==> config.mk <==
export PLATFORM = sky130hd
export DESIGN_NAME = mem_stage
export DESIGN_NICKNAME = d
export VERILOG_FILES = /design/src/rtl/mem_stage.sv
export SDC_FILE = /design/constraint.sdc
export NUM_CORES = 1
export LEC_CHECK = 0
export ABC_AREA = 1
export BUFFER_PORTS_ARGS = -buffer_cell sky130_fd_sc_hd__buf_2
export CAP_MARGIN = 40
export CORE_AREA = 10 10 225 227
export DETAILED_ROUTE_END_ITERATION = 16
export DIE_AREA = 0 0 235 237
export HOLD_SLACK_MARGIN = 0.1
export MAX_ROUTING_LAYER = met4
export PLACE_DENSITY_LB_ADDON = 0.15
export SETUP_SLACK_MARGIN = 0.4
export SYNTH_ARGS = -nofsm -noshare
export SYNTH_HDL_FRONTEND = slang
export SYNTH_SLANG_ARGS = --single-unit
export TNS_END_PERCENT = 30
==> constraint.sdc <==
create_clock -name clk -period 1.5 [get_ports clk]
set_input_delay 0.3 -clock clk [delete_from_list [all_inputs] [get_ports clk]]
set_output_delay 0.3 -clock clk [all_outputs]
set_load 0.01 [all_outputs]
==> src/rtl/mem_stage.sv <==
// LEGv8 memory stage: EX/MEM and MEM/WB pipeline registers, branch resolution,
// and a req/ack data-memory port with a bounded wait and a sticky fault.
//
//   state   | meaning
//   --------+-----------------------------------------------------------
//   S_RUN   | no access outstanding; zero-wait accesses complete here
//   S_WAIT  | access issued, waiting for mem_ack; cnt = request cycles seen
//   S_FAULT | ack never arrived; pipeline frozen until reset
module mem_stage #(
    parameter int N        = 64,
    parameter int WAIT_MAX = 15
) (
    input  logic         clk,
    input  logic         reset,

    input  logic         valid_E,
    input  logic         Branch_E,
    input  logic         UncondBranch_E,
    input  logic         MemRead_E,
    input  logic         MemWrite_E,
    input  logic         RegWrite_E,
    input  logic         MemtoReg_E,
    input  logic [4:0]   Rd_E,
    input  logic [N-1:0] PCBranch_E,
    input  logic [N-1:0] aluResult_E,
    input  logic [N-1:0] writeData_E,
    input  logic         zero_E,

    output logic         stall_M,
    output logic         PCSrc_M,
    output logic [N-1:0] PCBranch_M,

    output logic         mem_req,
    output logic         mem_we,
    output logic [N-1:0] mem_addr,
    output logic [N-1:0] mem_wdata,
    input  logic         mem_ack,
    input  logic [N-1:0] mem_rdata,
    output logic         mem_fault,

    output logic         valid_W,
    output logic         RegWrite_W,
    output logic         MemtoReg_W,
    output logic [4:0]   Rd_W,
    output logic [N-1:0] aluResult_W,
    output logic [N-1:0] readData_W
);

    localparam int CW = $clog2(WAIT_MAX + 1);

    typedef enum logic [1:0] {
        S_RUN   = 2'd0,
        S_WAIT  = 2'd1,
        S_FAULT = 2'd2
    } state_t;

    state_t        state;
    logic [CW-1:0] cnt;

    logic          valid_M;
    logic          Branch_M;
    logic          UncondBranch_M;
    logic          MemRead_M;
    logic          MemWrite_M;
    logic          RegWrite_M;
    logic          MemtoReg_M;
    logic          zero_M;
    logic [4:0]    Rd_M;
    logic [N-1:0]  aluResult_M;
    logic [N-1:0]  writeData_M;

    logic          mem_op_M;

    assign mem_op_M  = valid_M & (MemRead_M | MemWrite_M);
    assign mem_req   = mem_op_M & (state != S_FAULT);
    assign mem_we    = MemWrite_M;
    assign mem_addr  = aluResult_M;
    assign mem_wdata = writeData_M;
    assign stall_M   = (mem_op_M & ~mem_ack) | (state == S_FAULT);
    assign PCSrc_M   = valid_M & (UncondBranch_M | (Branch_M & zero_M));

    // EX/MEM: holding on stall keeps the request fields stable until ack.
    always_ff @(posedge clk) begin
        if (reset) begin
            valid_M        <= 1'b0;
            Branch_M       <= 1'b0;
            UncondBranch_M <= 1'b0;
            MemRead_M      <= 1'b0;
            MemWrite_M     <= 1'b0;
            RegWrite_M     <= 1'b0;
            MemtoReg_M     <= 1'b0;
            zero_M         <= 1'b0;
            Rd_M           <= '0;
            PCBranch_M     <= '0;
            aluResult_M    <= '0;
            writeData_M    <= '0;
        end else if (!stall_M) begin
            valid_M        <= valid_E & ~PCSrc_M;
            Branch_M       <= Branch_E;
            UncondBranch_M <= UncondBranch_E;
            MemRead_M      <= MemRead_E;
            MemWrite_M     <= MemWrite_E;
            RegWrite_M     <= RegWrite_E;
            MemtoReg_M     <= MemtoReg_E;
            zero_M         <= zero_E;
            Rd_M           <= Rd_E;
            PCBranch_M     <= PCBranch_E;
            aluResult_M    <= aluResult_E;
            writeData_M    <= writeData_E;
        end
    end

    // MEM/WB: a stalled cycle sends a clean bubble to writeback.
    always_ff @(posedge clk) begin
        if (reset || stall_M) begin
            valid_W     <= 1'b0;
            RegWrite_W  <= 1'b0;
            MemtoReg_W  <= 1'b0;
            Rd_W        <= '0;
            aluResult_W <= '0;
            readData_W  <= '0;
        end else begin
            valid_W     <= valid_M;
            RegWrite_W  <= RegWrite_M & valid_M;
            MemtoReg_W  <= MemtoReg_M;
            Rd_W        <= Rd_M;
            aluResult_W <= aluResult_M;
            readData_W  <= MemRead_M ? mem_rdata : '0;
        end
    end

    always_ff @(posedge clk) begin
        if (reset) begin
            state     <= S_RUN;
            cnt       <= '0;
            mem_fault <= 1'b0;
        end else begin
            case (state)
                S_RUN: begin
                    if (mem_req && !mem_ack) begin
                        state <= S_WAIT;
                        cnt   <= CW'(1);
                    end
                end
                S_WAIT: begin
                    if (mem_ack) begin
                        state <= S_RUN;
                        cnt   <= '0;
                    end else if (cnt == CW'(WAIT_MAX)) begin
                        state     <= S_FAULT;
                        mem_fault <= 1'b1;
                    end else begin
                        cnt <= cnt + CW'(1);
                    end
                end
                S_FAULT: begin
                    state <= S_FAULT;
                end
                default: begin
                    state <= S_RUN;
                    cnt   <= '0;
                end
            endcase
        end
    end

endmodule

# Word-level counts from Yosys, hierarchy flattened
# Index checks and enable logic that the tools add are counted.
# classes
n_addsub	1
eq_ne	7
n_mux	8
bitwise_logic	14
n_reduce_logical	8
# ops
op	count
$mux W4	3
$pmux W4 S3	1
$and A1 B1 Y1	7
$mux W2	3
$ne A3 B3 Y1 const B	2
$pmux W2 S3	1
$reduce_and A3 Y1	2
$add A4 B1 Y4 const B	1
$eq A4 B4 Y1 const B	1
$ne A2 B2 Y1 const B	2
$not A1 Y1	4
$or A1 B1 Y1	3
$eq A2 B1 Y1 const B	1
$eq A2 B2 Y1 const B	1
$logic_not A2 Y1	1
$reduce_and A2 Y1	1
$reduce_or A2 Y1	1
$logic_and A1 B1 Y1	1
$logic_not A1 Y1	1
$logic_or A1 B1 Y1	1
# word_totals
regBits	348
inputBits	272
output_inout_bits	333

# Longest topological paths before layout
# logic_depth
ltp_word	6
depth_mapped	9

# Worst setup path after synthesis
# OpenSTA, ideal clock, no wires.
# synth_timing
kind	flip-flop to output port
startpoint	register MemWrite_M (netlist: mem_we)
endpoint	output stall_M
t_arrival_ns	1.096
setup_slack_ns	0.104
stages_incl_launch_ff	8
path_buffers	3
path_cell_list	dfxtp_1 -> inv_1 -> nand2_1 -> nand3_1 -> nand2_1 -> buf_6 -> buf_6 -> buf_2
# synth_via
elab_chain_len	4
# synth_rtl
element	line	text
from (decl)	64	logic MemWrite_M;
from (signal assigned)	102	MemWrite_M <= MemWrite_E;
$or A1 B1 Y1	74	assign mem_op_M = valid_M & (MemRead_M | MemWrite_M);
$and A1 B1 Y1	74	
$and A1 B1 Y1	79	assign stall_M = (mem_op_M & ~mem_ack) | (state == S_FAULT);
$or A1 B1 Y1	79	
to (decl)	29	output logic stall_M,
# Every way passes these cells.

# Worst setup path in the final report
# layout_timing
startpoint	register MemRead_M
endpoint	output stall_M
# layout_via
elab_chain_len	4
# layout_rtl
element	line	text
from (decl)	63	logic MemRead_M;
from (signal assigned)	101	MemRead_M <= MemRead_E;
$or A1 B1 Y1	74	
$and A1 B1 Y1	74	
$and A1 B1 Y1	79	
$or A1 B1 Y1	79	
# Every way passes these cells.

==> flow_metrics.py <==
metrics = {
    "worst_setup_path": {
        "cp_max_fo": 2,
        "start_kind": "flip-flop",
        "crit_path_top_delay_cell": "dfxtp_2",
        "worst-endpoint-arrival_ps": 1410,
        "critical_path_class": "flip-flop to output port",
        "crit_required_ps": 1200,
        "endpoint_kind": "output port",
        "path_cells": "inv_2, nand2_2, nand3_4, nand2_8, buf_12, buf_6",
        "cpPeakStageDelay_ps": 320,
    },
    "final_layout": {
        "final_common_cell": "buf_2",
        "nets": 2525,
        "ff_latch_area_mm2": 0.00699,
        "area_growth_pct": 97.0,
        "stdcell_count": 2888,
        "fillerInstances": 4316,
        "multi_input_comb_area_mm2": 0.00448,
        "final_design_area_no_fill_mm2": 0.0219,
        "mostFrequentLayoutCells": "buf_2 (599), dfxtp_1 (339), nor2_1 (274)",
        "drive_gt1_frac": 0.459,
        "utilization": 0.475,
    },
    "synth": {
        "syn_area_mm2": 0.0111,
        "syn_nets": 1576,
        "ys_seq_area_frac": 0.626,
        "synth-seq-cells": 348,
        "synth_cell_type_count": 23,
        "postSynthCellCount": 1303,
        "avgSynthCellArea_um2": 8.53,
        "synth_warnings": 0,
    },
    "cts": {
        "cts_tree": "built",
        "clock_path_buffers": 3,
        "clock_sinks": 348,
        "cts_buffers": 40,
        "clk_pin_slew_ps": 60,
        "htreeDepth": 2,
        "cts-root-buf": "clkbuf_16",
        "worstSkewPairLatency_ps": 560,
    },
    "sta": {
        "finalMaxSlewViolations": 0,
        "worst_slack_ps": -214,
        "tightest_slew_ps": 439,
        "finalSetupViolCount": 282,
        "rsz0062_at_grt": "yes",
        "skew_ps": 16.4,
        "fmax_ghz": 0.583,
        "finalHoldViolations": 0,
        "timing.final.crit_period_ps": 1710,
        "min_period_over_period": 1.14,
        "slew_headroom": 0.707,
    },
    "routing": {
        "num_vias": 12200,
        "route.detailed.drc": 0,
        "drt_iter0_markers": 416,
        "wl_per_cell_um": 19.0,
        "wl_mm": 54.9,
        "firstDrtPassIters": 7,
        "ant_nets": 0,
        "via_per_inst": 4.23,
    },
    "global_route": {
        "antenna_found_initial": 4,
        "grt_max_degree": 59,
        "grt-ovfl-total": 0,
        "grt_pass1_vias": 12500,
        "grtUsageTotal": 0.178,
        "grt_pass1_wl_mm": 75.4,
    },
    "place": {
        "port-buffer-count": 604,
        "dp_hpwl_mm": 34.9,
        "place_ws_ps": -72.6,
        "place_congestion": 0.806,
        "dp.cells": 2474,
        "place_area_mm2": 0.0149,
    },
    "power": {
        "swShare": 0.261,
        "power_frac_seq": 0.434,
        "power_frac_comb": 0.157,
        "pwr_density_cell_mw_per_mm2": 1060,
        "power.share.clock": 0.409,
        "p_switching_w": 0.00605,
        "leakage_nw": 10.6,
        "ir_worst_vdd_v": 0.000910,
        "p_int_w": 0.0171,
    },
    "job": {
        "drv_cap": 0,
    },
    "floorplan": {
        "die_h_um": 237,
        "rows": 79,
        "core_area_mm2": 0.0462,
        "start_util": 0.241,
        "dieArea_mm2": 0.0557,
        "die_x_um": 235,
        "pin_count": 605,
    },
    "outcome": {
        "violations": "negative setup slack",
        "outcome": "complete, but fails checks",
    },
    "hold_path": {
        "min_path_type": "input pin to flip-flop",
    },
}
[path summary, 6_finish.rpt]
| check | from | to | slack [ps] | depth (start not counted) |
|---|---|---|---|---|
| worst max register to register | MemRead_M | readData_W[0] | -140 | 11 |
| worst min-delay path | mem_ack | cnt[1] | 140 | 6 |
| worst max-delay path | MemRead_M | stall_M | -210 | 6 |
| worst min register to register | Rd_M[0] | Rd_W[0] | 440 | 2 |
[final cells by class]
| type | instances | share of cell area |
|---|---|---|
| Timing Repair Buffer | 988 | 0.358 |
| Sequential cell | 348 | 0.319 |
| Clock inverter | 12 | 0.00542 |
| Clock buffer | 55 | 0.0524 |
| Antenna cell | 4 | 0.000457 |
| Tap cell | 607 | 0.0347 |
| Inverter | 149 | 0.0264 |
| Multi-Input combinational cell | 725 | 0.204 |
[per-stage QoR]
stage	hold WS [ps]	total power (W)	TNS, ps
after global placement	423	0.0125	-72.5
final	141	0.0232	-19260
after CTS	111	0.0229	-13270
after global routing	167	0.0242	-42820
after detailed placement	424	0.0125	-141
after floorplan	412	0.0112	0
[repair_timing]
action | in CTS | in global routing
cloned | 11 | 32
setup buffers | 24 | 6
pin swaps | 10 | 8
hold buffers | 270 | 0
setup endpoints to repair | 679 | 681
hold endpoints to repair | 275 | 0
resized for setup | 202 | 335
[synth_stat cells (all sizes together)]
cell | number | area share
o21ai | 206 | 0.093
nand2 | 20 | 0.0070
nand4 | 2 | 0.0011
nor2 | 405 | 0.14
buf | 60 | 0.036
or2 | 1 | 0.00056
ha | 1 | 0.0011
inv | 149 | 0.050
nand3 | 6 | 0.0031
and3 | 1 | 0.00056
nor3 | 1 | 0.00045
a21oi | 81 | 0.036
dfxtp | 348 | 0.63
o22ai | 1 | 0.00056
clkbuf | 21 | 0.0071
[power by group through the flow]
stage	Sequential, W	Clock, W	Combinational (W)
global placement	0.0102	0	0.00228
global route	0.0101	0.0101	0.00393
detailed placement	0.0102	0	0.00228
CTS	0.0100	0.00973	0.00319
floorplan	0.0105	0	0.000759
finish	0.0101	0.00948	0.00364
[worst max-delay path: cells and delay by family (launching register included)]
kind | cells | cell delay, ps
buffers and inverters | 3 | 310
DFF | 1 | 320
and+or+nand+nor | 3 | 220
[cells by family after synthesis]
kind of cell	synth area share
simple gates	0.150
buf+inv	0.0932
fa+ha+maj	0.00112
compound gates	0.130
flops	0.626
[layer usage]
layer | vias to the layer above | share of wire | GRT usage
li1 | 5977 | - | -
met1 | 5705 | 0.39 | 0.188
met3 | 84 | 0.071 | 0.0579
met5 | - | 0 | -
met4 | 0 | 0.029 | 0.0592
met2 | 447 | 0.51 | 0.308
[flip-flops by register name, indices dropped and copies added, names as in the netlist]
register and count:
Branch_M 1, MemRead_M 1, MemtoReg_M 1, MemtoReg_W 1, PCBranch_M 64, Rd_M 5, Rd_W 5, RegWrite_M 1
RegWrite_W 1, UncondBranch_M 1, aluResult_W 64, cnt 4, mem_addr 64, mem_fault 1, mem_wdata 64, mem_we 1
readData_W 64, state 2, valid_M 1, valid_W 1, zero_M 1
Note: power is estimated with default switching activity, not from simulation.
